--- config.mk ---
export PLATFORM = sky130hd
export DESIGN_NAME = phase_scheduler
export DESIGN_NICKNAME = d
export VERILOG_FILES = /design/src/rtl/intersection_pkg.sv /design/src/rtl/rr_pick.sv /design/src/rtl/phase_scheduler.sv
export SDC_FILE = /design/constraint.sdc
export NUM_CORES = 1
export LEC_CHECK = 0
export ABC_AREA = 1
export BUFFER_PORTS_ARGS = -buffer_cell sky130_fd_sc_hd__buf_2
export CAP_MARGIN = 30
export CORE_AREA = 2 2 73 75
export CTS_BUF_LIST = sky130_fd_sc_hd__clkbuf_16
export CTS_CLUSTER_SIZE = 16
export DETAILED_ROUTE_END_ITERATION = 16
export DIE_AREA = 0 0 75 77
export GPL_TIMING_DRIVEN = 0
export PLACE_DENSITY_LB_ADDON = 0.1
export SLEW_MARGIN = 20
export SYNTH_ARGS = -nofsm -noshare
export SYNTH_HDL_FRONTEND = slang
export SYNTH_SLANG_ARGS = --single-unit
--- constraint.sdc ---
create_clock -name clk -period 1.9 [get_ports clk]
set_input_delay 0.38 -clock clk [delete_from_list [all_inputs] [get_ports clk]]
set_output_delay 0.38 -clock clk [all_outputs]
set_load 0.01 [all_outputs]
--- src/rtl/intersection_pkg.sv ---
// Shared types and constants for the intersection controller.
// Phase indices, FSM states and a one-hot helper.
package intersection_pkg;

  localparam int NUM_PHASES = 4;

  localparam logic [1:0] PH_NS_THRU = 2'd0;
  localparam logic [1:0] PH_EW_THRU = 2'd1;
  localparam logic [1:0] PH_NS_LEFT = 2'd2;
  localparam logic [1:0] PH_PED     = 2'd3;

  typedef enum logic [1:0] {
    ST_GREEN,
    ST_YELLOW,
    ST_ALL_RED
  } state_t;

  function automatic logic [NUM_PHASES-1:0] ph_onehot(
    input logic [1:0] p
  );
    logic [NUM_PHASES-1:0] v;
    v    = '0;
    v[p] = 1'b1;
    return v;
  endfunction

endpackage

--- src/rtl/rr_pick.sv ---
// Round-robin picker: first set bit of req searching
// upward from start, wrapping modulo NUM_PHASES.
module rr_pick
  import intersection_pkg::*;
(
  input  logic [NUM_PHASES-1:0] req,
  input  logic [1:0]            start,
  output logic [NUM_PHASES-1:0] gnt,
  output logic [1:0]            idx,
  output logic                  valid
);

  logic [1:0] cand;

  // Scan farthest offset first so the nearest hit wins.
  always_comb begin
    gnt   = '0;
    idx   = start;
    valid = 1'b0;
    cand  = start;
    for (int k = NUM_PHASES - 1; k >= 0; k--) begin
      cand = start + 2'(k);
      if (req[cand]) begin
        valid = 1'b1;
        idx   = cand;
        gnt   = ph_onehot(cand);
      end
    end
  end

endmodule

--- src/rtl/phase_scheduler.sv ---
// Traffic phase scheduler: GREEN/YELLOW/ALL_RED with call latching.
// Optional emergency preemption under EMERGENCY_PREEMPT_EN.
module phase_scheduler
  import intersection_pkg::*;
#(
  parameter int MIN_GREEN   = 8,
  parameter int MAX_GREEN   = 24,
  parameter int YELLOW_CYC  = 3,
  parameter int ALL_RED_CYC = 2,
  parameter int TIMER_W     = 8
) (
  input  logic                  clk,
  input  logic                  rst,
`ifdef EMERGENCY_PREEMPT_EN
  input  logic                  preempt,
  input  logic [1:0]            preempt_phase,
`endif
  input  logic [NUM_PHASES-1:0] req,
  input  logic [NUM_PHASES-1:0] presence,
  output logic [NUM_PHASES-1:0] green,
  output logic [NUM_PHASES-1:0] yellow,
  output logic                  all_red,
  output logic [1:0]            phase_id,
  output logic [NUM_PHASES-1:0] pending
);

  localparam logic [TIMER_W-1:0] MIN_T = TIMER_W'(MIN_GREEN - 1);
  localparam logic [TIMER_W-1:0] MAX_T = TIMER_W'(MAX_GREEN - 1);
  localparam logic [TIMER_W-1:0] Y_T   = TIMER_W'(YELLOW_CYC - 1);
  localparam logic [TIMER_W-1:0] R_T   = TIMER_W'(ALL_RED_CYC - 1);

  state_t                state;
  logic [TIMER_W-1:0]    timer;
  logic [NUM_PHASES-1:0] cur_oh;
  logic [NUM_PHASES-1:0] others;
  logic [NUM_PHASES-1:0] hold_mask;
  logic [NUM_PHASES-1:0] pend_in;
  logic [NUM_PHASES-1:0] next_oh;
  logic [1:0]            next_ph;
  logic                  normal_exit;
  logic                  green_exit;
  logic [NUM_PHASES-1:0] rr_gnt;
  logic [1:0]            rr_idx;
  logic                  rr_valid;

  rr_pick u_rr (
    .req   (pending),
    .start (phase_id + 2'd1),
    .gnt   (rr_gnt),
    .idx   (rr_idx),
    .valid (rr_valid)
  );

  // Exit decision, next-phase choice and call latching.
  always_comb begin
    cur_oh      = ph_onehot(phase_id);
    others      = pending & ~cur_oh;
    normal_exit = (|others) && (timer >= MIN_T) &&
                  (!presence[phase_id] || timer >= MAX_T);
`ifdef EMERGENCY_PREEMPT_EN
    green_exit  = (state == ST_GREEN) &&
                  (preempt ? (preempt_phase != phase_id)
                           : normal_exit);
    next_ph     = preempt ? preempt_phase
                : (rr_valid ? rr_idx : phase_id);
    next_oh     = preempt ? ph_onehot(preempt_phase)
                : (rr_valid ? rr_gnt : cur_oh);
`else
    green_exit  = (state == ST_GREEN) && normal_exit;
    next_ph     = rr_valid ? rr_idx : phase_id;
    next_oh     = rr_valid ? rr_gnt : cur_oh;
`endif
    // A call for the serving phase is dropped only while it keeps green.
    hold_mask   = (state == ST_GREEN && !green_exit) ? cur_oh : '0;
    pend_in     = pending | (req & ~hold_mask);
  end

  // Phase FSM with registered lamp outputs and saturating timer.
  always_ff @(posedge clk or negedge rst) begin
    if (!rst) begin
      state    <= ST_GREEN;
      timer    <= '0;
      phase_id <= PH_NS_THRU;
      green    <= ph_onehot(PH_NS_THRU);
      yellow   <= '0;
      all_red  <= 1'b0;
      pending  <= '0;
    end else begin
      pending <= pend_in;
      if (timer != '1) timer <= timer + TIMER_W'(1);
      unique case (state)
        ST_GREEN: begin
          if (green_exit) begin
            state  <= ST_YELLOW;
            timer  <= '0;
            green  <= '0;
            yellow <= cur_oh;
          end
        end
        ST_YELLOW: begin
          if (timer == Y_T) begin
            state   <= ST_ALL_RED;
            timer   <= '0;
            yellow  <= '0;
            all_red <= 1'b1;
          end
        end
        ST_ALL_RED: begin
          if (timer == R_T) begin
            state    <= ST_GREEN;
            timer    <= '0;
            all_red  <= 1'b0;
            phase_id <= next_ph;
            green    <= next_oh;
            pending  <= pend_in & ~next_oh;
          end
        end
        default: state <= ST_GREEN;
      endcase
    end
  end

endmodule

==> results of run 1 <==
[state kept, by name (all words and copies together) (netlist names)]
name	cells
all_red	1
green	4
pending	4
phase_id	2
state	2
timer	8
yellow	4
[cells by family after synthesis]
logic type | Yosys count | share of synthesized area
AO/OA/AOI/OAI | 27 | 0.07038
XOR/XNOR | 3 | 0.01344
adder cells (fa/ha/maj) | 11 | 0.07038
buffers and inverters | 44 | 0.09469
flip-flops | 25 | 0.3205
AND/OR/NAND/NOR | 161 | 0.4306
[through the flow]
step | setup slack, ns | utilization | std cells
after detailed placement | -0.3098 | 0.4346 | 365
after global routing | -0.1074 | 0.5168 | 389
after global placement | -0.3169 | 0.4346 | 365
final | 0.001071 | 0.5168 | 389
after CTS | 0.005876 | 0.4786 | 377
after floorplan | 0.009880 | - | 271
[layout make-up]
type | count | share of cell area
clock buffers | 3 | 0.02918
flip-flops and latches | 25 | 0.2446
clock inverters | 1 | 0.001459
inverters | 42 | 0.06663
plain buffers | 2 | 0.008755
repair buffers | 43 | 0.1036
well taps | 70 | 0.03405
multi-input cells | 203 | 0.5117
[worst max path at each step]
stage               slack, ns     endpoint
detailed placement      -0.31     timer[6]
global route            -0.11   pending[1]
CTS                     0.006  phase_id[0]
floorplan                0.01  phase_id[0]
global placement        -0.32     green[2]
finish                  0.001   pending[2]
[layout by cell type, fill, tap and decap left out, types with 4 or more instances in the layout]
master   Yosys  layout
nand2_1     75      72
inv_1       38      35
nand3_1     33      32
buf_2        0      24
dfrtp_1     24      22
buf_4        0      18
nor2_1      17      14
a21oi_1     16      12
nand2_4      9       9
nand2_2      6       8
nand3_2      8       7
ha_1        11       6
o21ai_0      7       5
ha_4         0       5
inv_2        3       4
a21oi_2      0       4
nand4_1      4       4
[power breakdown]
part / switching, mW / internal, mW / total, mW / leakage, nW
sequential: 0.000000000000000372 / 0.532 / 0.532 / 0.286
combinational: 0.0156 / 0.00827 / 0.0239 / 1.06
clock: 0.178 / 0.281 / 0.459 / 0.0423
[repair_timing]
action,in CTS,in global routing
buffers inserted,8,11
cloned,0,1
resized for setup,17,25
endpoints found under the setup margin,23,22
pin swaps,6,17
[cell usage after synthesis, types with 3 or more instances]
cell     number
nand4_1       4
nand2_4       9
inv_2         3
nand2_2       6
dfrtp_1      24
ha_1         11
inv_1        38
nand3_1      33
a21oi_1      16
o21ai_1       3
o21ai_0       7
nand3_2       8
nand2_1      75
xor2_1        3
nor2_1       17
[per-layer routing]
layer	GRT usage	vias up	wire length, um
met2	0.3088	26	2622
met5	0	-	0
met1	0.2473	874	2245
met4	0.03214	0	63
met3	0.02891	4	142
li1	-	969	-
[worst register-to-register path: cells and delay by family (launching register included)]
| kind | cells | cell delay, ns |
|---|---|---|
| AOI/OAI and AO/OA | 1 | 0.05 |
| adders and majority gates | 1 | 0.24 |
| buffers and inverters | 5 | 0.49 |
| DFF | 1 | 0.42 |
| and+or+nand+nor | 6 | 0.60 |
==> results.md, run 1 <==
* Outcome: completed
* Area of the multi-input gates at 1316 um2
* Pwr dens at 394.6 nW/um2
* Register area at between 600 and 700 um2
* DP HPWL at 3726 um
* CP Depth at 13
* Final Slew Violations at 0
* Placement Rows at 26
* Hold/Removal Path Class: primary input to asynchronous set/reset pin
* Cts bufs inserted at 3
* Synth area leaders: dfrtp_1 (31%), nand2_1 (14%), nand3_1 (8.4%)
* Hold slack at 0.1187 ns
* Register-to-register setup slack at 0.001 ns
* Max VDD drop at 307.4 uV
* Synth top area share at 0.3071
* Post-Syn Nets at ~300
* First-pass detailed-route iteration total at 4
* Fin crit period at between 1.5 and 2 ns
* Via count at 1873
* P&R area growth vs syn at 31.54%
* Worst-path cell chain: buf_6 > inv_6 > ha_4 > inv_2 > nand3_2 > nand2_4 > inv_2 > nor2_1 > a21oi_1 > nand2_1 > nand2_2 > nand2_1 > inv_1
* Flops & latches, synth at 25
* Clock Sinks at 25
* CTS root buf: clkbuf_16
* Grt total ovfl at 0
* GRT Total Usage at 0.1835
* CTS tree: built
* EDFF count, synth at 0
* CP Capture Type: flop
* Netlist cell types at 25
* RSZ-0062 raised after global routing: true
* Crit path max fanout at 11
* Initial antenna violation count at 0
* FF-to-FF Start: phase_id[0]
* Crit path kind: flop to flop
* Placed cell areas at 2163 um2
* Leakage power at between 1 and 1.5 nW
* Syn Std Cell Area at roughly 2000 um2
* Fin crit share at 0.9994
* RR Endpoint: pending[2]
* Delay-heaviest family, CP: simple AND/OR/NAND/NOR gates
* Post-route cell area at 2572 um2
* Primary FF master, synth: dfrtp_1
* H-tree depth at 1
* Starting Density at 0.3929
* Routed len/inst at 13.04 um
* Power Total at 1.015 mW
* Worst rel slew slack at 0.6150
* Synthesis Warnings at 0
* Insertion delay to the later sink of the worst-skew pair at 0.25 ns
* Share of layout cells above drive strength 1 at 0.3386
* Antenna Cells at 0
* Final Hold Fails at 0
* Crit. Startpoint: phase_id[0]
* Hold buffers post-CTS at 0
* Tightest Pin Transition at 0.5775 ns
* Largest stage delay, worst path at ~0.42 ns
* Clk slew on worst S/H paths at 0.06 ns
* Fmax at 0.5266 GHz
* Gpl congestion at 0.8368
* Final setup fails at 0
* Fill count at 485
* CP required at about 2.1 ns
* Final ANT Viol Nets at 0
* Area of the core at 4977 um2
* Buf/Inv on CP at 5
* Register area share after synthesis at 0.3205
* Die Width at ~75 um
* Crit-path slowest cell: dfrtp_2
* Synth area leader: dfrtp_1
* Post-synth ARST share at 1.000
* Max Cap Viol at 0
* Worst setup SP type: flop
* First DRT Iteration DRCs at 82
* Chip height at 77 um
* Nets@finish at 341
* First-pass GRT wire length at 8204 um
* Port Buffers at 24
* Synth Area per Inst at between 7 and 8 um2
* DRC errors left at 0
* Die footprint at 5775 um2
* Longest Clk Path Bufs at 2
* Largest net degree at the start of global routing at 26
* Ports at 25
* Register-to-Register Path Depth at 13
* Vias per Instance at approximately 4.8
* Drt total wl at ~5100 um
* Final TNS setup at 0 ns
* CP arrival at 2.05 ns
* Vias in the first global route at ~1700
* Post-Syn Instances at about 270
* Layout Skew at 0.003266 ns
Power figures use the tool's default switching activity.
==> run 2, diff against run 1 <==
Settings changed: PLACE_DENSITY set to 0.66, PLACE_DENSITY_LB_ADDON 0.1 to unset.
==> run 2 against run 1 <==
Effect of this change: sequential power is essentially flat; worst hold slack lost 0.015 ns; combinational power shrank 4%; power grew 1.4%; highest routed layer unchanged.
==> results.md, run 2 (synthesized netlist as in run 1, its figures left out) <==
* Outcome: completed
* Largest stage delay, worst path at roughly 0.46 ns
* Worst rel slew slack at 0.6226
* DRC errors left at 0
* Insertion delay to the later sink of the worst-skew pair at 0.26 ns
* Area of the core at around 5000 um2
* Cts bufs inserted at 3
* Nets@finish at ~350
* NetSw at around 0.20 mW
* Switch share at 0.1991
* Max Cap Viol at 0
* H-tree depth at 1
* CP required at just over 2 ns
* Cell mode on critical path: nor2_1
* Final Hold Fails at 0
* Final ANT Viol Nets at 0
* Initial antenna violation count at 0
* Clock Sinks at 25
* Buf/Inv on CP at 2
* Internal power at ~0.8 mW
* Crit-path slowest cell: dfrtp_2
* Grt total ovfl at 0
* Die Width at 75 um
* Crit path max fanout at 5
* Clock power frac at 0.461
* Via count at 1898
* Share of layout cells above drive strength 1 at 0.3251
* Port Buffers at 24
* Placement Rows at 26
* CP Capture Type: flop
* Longest Clk Path Bufs at 2
* Hold buffers post-CTS at 0
* Final Slew Violations at 0
* Power Total at between 1 and 1.5 mW
* Die footprint at 5775 um2
* GRT Total Usage at 0.1762
* Worst setup SP type: flop
* Vias per Instance at 4.830
* DP HPWL at 3469 um
* Layout Skew at 0.007446 ns
* Final core occ at 0.5168
* Fin crit share at 0.9631
* Clk slew on worst S/H paths at 0.07 ns
* Chip height at 77 um
* RSZ-0062 raised after global routing: true
* P&R area growth vs syn at 31.54%
* First-pass detailed-route iteration total at 5
* Fmax at around 0.55 GHz
* Worst-path cell chain: buf_12 > ha_4 > inv_4 > nand2_1 > o21ai_0 > nor2_1 > nor2_2 > nand2_2 > nand2_4 > and3_4 > nor2_1
* CP arrival at 1.98 ns
* First-pass GRT wire length at 7866 um
* Starting Density at 0.3929
* Comb pwr share at 0.022
* First DRT Iteration DRCs at between 70 and 80
* Fin crit period at 1.830 ns
* Largest register by flop count: timer
* Delay-heaviest family, CP: simple AND/OR/NAND/NOR gates
* Vias in the first global route at 1694
* Pwr dens at 400.0 nW/um2
* CTS tree: built
* Routed len/inst at 12.81 um
* Sequential Power Share at 0.517
* Crit. Startpoint: phase_id[1]
* Max VDD drop at 289.1 uV
* Commonest non-fill, non-tap cells in the layout: nand2_1 (73), inv_1 (35), nand3_1 (31)
* Largest net degree at the start of global routing at 26
* Hold/Removal Path Class: primary input to asynchronous set/reset pin
* Ports at 25
* Number of flip-flops in the largest register at 8
* Leakage power at 1.410 nW
* Gpl congestion at 0.9123
* CTS root buf: clkbuf_16
* FF-to-FF Start: phase_id[1]
* Final TNS setup at 0 ns
* Crit path kind: flop to flop
* Commonest non-fill, non-tap cell in the layout: nand2_1
* Final setup fails at 0
* Antenna Cells at 0
* Drt total wl at 5033 um
* Tightest Pin Transition at 0.5661 ns
[run 2: changes by cell type in the layout (fill, tap and decap cells not counted), sizes merged]
cell	change
clkinv	+2
buf	+5
clkinvlp	-1
nand2	-1
inv	-1
[run 2: metrics by stage]
step	cell area (um2)	hold WS, ns	std cells	worst slack, ns
2_1_floorplan	1956	0.08441	271	0.009880
3_3_place_gp	2163	0.4162	365	-0.2170
3_5_place_dp	2163	0.4225	365	-0.2285
4_1_cts	2349	0.1430	376	0.002369
5_1_grt	2572	0.1647	393	-0.06602
6_report	2572	0.1040	393	0.07018
[run 2: cell type report]
class	instances	area, um2
fill	478	2405
multi-input combinational	202	1259
sequential	25	629.4
timing repair buffer	48	312.8
inverter	42	177.7
tap	70	87.58
clock buffer	3	75.07
buffer	2	26.28
clock inverter	1	5.005
[run 2: power by group through the flow]
stage | sequential [mW] | clock [mW] | combinational, mW
3_5_place_dp | 0.542 | 0 | 0.0243
2_1_floorplan | 0.542 | 0 | 0.00337
3_3_place_gp | 0.542 | 0 | 0.0240
5_1_grt | 0.532 | 0.509 | 0.0277
6_report | 0.532 | 0.474 | 0.0229
4_1_cts | 0.532 | 0.486 | 0.0244
[run 2: repair_timing]
action                                 CTS  global route
gates resized for setup                 14            20
buffers inserted                         7            17
pin swaps                                3            12
setup endpoints to repair               23            13
endpoints found under the hold margin    0             0
[run 2: final timing paths]
path	to	slack, ns	depth (start not counted)
worst min-delay path	phase_id[1]	0.10	1
min in group clk	pending[1]	0.39	5
worst min register to register	all_red	0.47	2
worst max-delay path	timer[2]	0.07	11
worst max register to register	timer[2]	0.07	11
max in group asynchronous	phase_id[0]	1.39	1
[run 2: routing by layer]
layer / global-route usage / share of wire
met5: 0 / 0
met4: 0.06250 / 0.023
met3: 0.03154 / 0.054
met2: 0.2930 / 0.51
met1: 0.2238 / 0.41
==> run 3, diff against run 2 <==
Settings changed: CORE_AREA 2 2 73 75 to 2 2 90 92, DIE_AREA 0 0 75 77 to 0 0 92 94, PLACE_DENSITY 0.66 to 0.5, SYNTH_HIERARCHICAL set to 1.
==> run 3 against run 2 <==
Effect of this change: the flow now finishes with violations (setup timing); clock-buffer cell count stayed put; largest power group is now combinational logic; die area is 50% higher; worst setup slack worse by 0.43 ns; sequential power is 66% higher; power grew to 4.8 times the previous value.
==> results.md, run 3 <==
* Worst slack, placed at -0.7872 ns
* Nets@finish at 339
* Crit path kind: flop to flop
* First-pass GRT wire length at slightly above 8000 um
* Worst rel slew slack at 0.6070
* Placement Rows at 32
* Final core occ at 0.3465
* Crit-path slowest cell: dfrtp_2
* Max VDD drop at a little over 500 uV
* Via count at 1787
* Gpl congestion at 0.7819
* FF-to-FF Start: phase_id[0]
* Post-route cell area at 2636 um2
* CP arrival at 2.41 ns
* Synth area leaders: dfrtp_1 (30%), nand2_1 (13%), ha_1 (9.4%)
* Fill count at between 800 and 900
* CP Capture Type: flop
* Largest net degree at the start of global routing at 26
* First DRT Iteration DRCs at 82
* Ports at 25
* DRC errors left at 0
* Commonest non-fill, non-tap cell in the layout: nand2_1
* RSZ-0062 raised after global routing: true
* Placed cell areas at 2321 um2
* CTS tree: built
* Fin crit period at 2.260 ns
* Failing checks: setup timing
* Starting Density at 0.2630
* Layout Skew at ~0.0045 ns
* DP HPWL at 3529 um
* Synth top area share at 0.3002
* Hold buffers post-CTS at 0
* Synth area leader: dfrtp_1
* Hold slack at 0.1228 ns
* Commonest non-fill, non-tap cells in the layout: nand2_1 (65), inv_1 (31), buf_2 (24)
* Primary FF master, synth: dfrtp_1
* Grt total ovfl at 0
* Fmax at 0.4426 GHz
* Comb pwr share at 0.724
* Post-Syn Nets at 301
* Crit. Startpoint: phase_id[0]
* Port Buffers at 24
* Die footprint at 8648 um2
* Pwr dens at 1858 nW/um2
* Vias in the first global route at 1686
* Share of layout cells above drive strength 1 at 0.3738
* CTS root buf: clkbuf_16
* Antenna Cells at 0
* Final setup fails at 10
* Flops & latches, synth at 25
* Number of flip-flops in the largest register at 8
* Die Width at around 92 um
* Register area share after synthesis at 0.3133
* Most frequent cell after synthesis: nand2_1
* Crit path max fanout at 6
* Outcome: complete, but fails checks
* Switch share at 0.5192
* Insertion delay to the later sink of the worst-skew pair at 0.26 ns
* Tightest Pin Transition at 0.5895 ns
* Drt total wl at 4863 um
* Final WS setup at -0.3595 ns
* Worst-path cell chain: clkinvlp_4 > ha_4 > inv_6 > ha_4 > inv_4 > nand3_4 > nand2_4 > nor2_4 > nand3_4 > clkbuf_16 > a21oi_4 > nor2_4 > a31o_2
* Synth Area per Inst at 7.249 um2
* EDFF count, synth at 0
* Post-synth ARST share at 1.000
* Vias per Instance at about 4.3
* Chip height at 94 um
* Internal power at 2.355 mW
* Final ANT Viol Nets at 0
* Clock Sinks at 25
* Sequential Power Share at 0.181
* Final non-filler cell total at 415
* Cts bufs inserted at 3
* Hold/Removal Path Class: primary input to asynchronous set/reset pin
* Leakage power at 1.361 nW
* Syn Std Cell Area at about 2000 um2
* Post-placement cell count at 402
* Max Cap Viol at 0
* Final Hold Fails at 0
* NetSw at 2.543 mW
* P&R area growth vs syn at 31.77%
* GRT Total Usage at 0.1155
* Fin crit share at 1.189
* Netlist cell types at 31
* H-tree depth at 1
* Commonest cells in the netlist: nand2_1 (68), inv_1 (33), nand3_1 (26), nor2_1 (26), dfrtp_1 (24)
* Routed len/inst at 11.72 um
* Largest register by flop count: timer
* Area of the core at about 7600 um2
* Final TNS setup at -2.587 ns
* CP required at approximately 2.1 ns
* Initial antenna violation count at 0
* Longest Clk Path Bufs at 2
* Post-Syn Instances at 276
* Clock power frac at 0.095
* Clk slew on worst S/H paths at 0.06 ns
* Largest stage delay, worst path at 0.38 ns
* First-pass detailed-route iteration total at 4
* Final Slew Violations at 0
* Worst setup SP type: flop
* Synthesis Warnings at 6
* Power Total at slightly below 5 mW
## run 3: changes by cell type after synthesis, moves of 3 or more
cell,previous run,this run
nand3_1,33,26
ha_1,11,15
nor2_4,1,4
inv_1,38,33
nor2_1,17,26
nand2_2,6,13
inv_2,3,9
nand3_2,8,2
nor2_2,2,5
a31o_2,0,3
nand2_4,9,2
nand2_1,75,68
## run 3: logic make-up (layout without fill, tap and decap cells)
group	Yosys count	in the layout	synth area share
buffers and inverters	47	84	0.09818
DFF	25	25	0.3133
adders and majority gates	15	15	0.09381
xor gates and xnor gates	2	2	0.008757
AOI/OAI and AO/OA	31	31	0.09569
and+or+nand+nor	156	156	0.3902
## run 3: power by group through the flow
stage / Sequential, mW / Combinational (mW) / Clock, mW
after floorplan: 0.933 / 2.32 / 0
after global placement: 0.912 / 2.94 / 0
after detailed placement: 0.915 / 2.93 / 0
after CTS: 0.889 / 3.09 / 0.485
after global routing: 0.917 / 3.94 / 0.498
final: 0.885 / 3.55 / 0.467
## run 3: worst max-delay path: cells and delay by family (launching register included)
family                   cells  cell delay (ns)
adder cells (fa/ha/maj)      2             0.60
AO/OA/AOI/OAI                2             0.37
AND/OR/NAND/NOR              5             0.41
buffers and inverters        4             0.39
flip-flops                   1             0.38
## run 3: path summary, 6_finish.rpt
| check | to | slack [ns] | cells past startpoint |
|---|---|---|---|
| max in group asynchronous | phase_id[0] | 1.36 | 1 |
| worst max register to register | green[3] | -0.36 | 13 |
| worst min register to register | all_red | 0.50 | 2 |
| worst min-delay path | timer[1] | 0.12 | 1 |
| min in group clk | pending[3] | 0.37 | 3 |
| worst max-delay path | green[3] | -0.36 | 13 |
## run 3: what timing repair did
item                                    4_1_cts  5_1_grt
gates resized for setup                       4       34
endpoints found under the setup margin       23       23
pin swaps                                     2        9
endpoints found under the hold margin         0        0
cloned                                        0        1
buffers inserted                              4        4
## run 3: area by class of cell
type,instances,area (um2),area share
repair buffers,33,212.7,0.08068
multi-input cells,204,1359,0.5154
flip-flops and latches,25,628.1,0.2383
clock inverters,1,3.754,0.001424
well taps,102,127.6,0.04841
plain buffers,3,41.29,0.01566
clock buffers,3,75.07,0.02848
inverters,44,188.9,0.07167
## run 3: per-layer routing
layer | vias to the layer above | wire length, um | global-route usage
met5 | - | 0 | 0
met4 | 0 | 25 | 0.01493
met3 | 2 | 187 | 0.02327
met2 | 33 | 2082 | 0.1777
met1 | 800 | 2568 | 0.1710
li1 | 952 | - | -
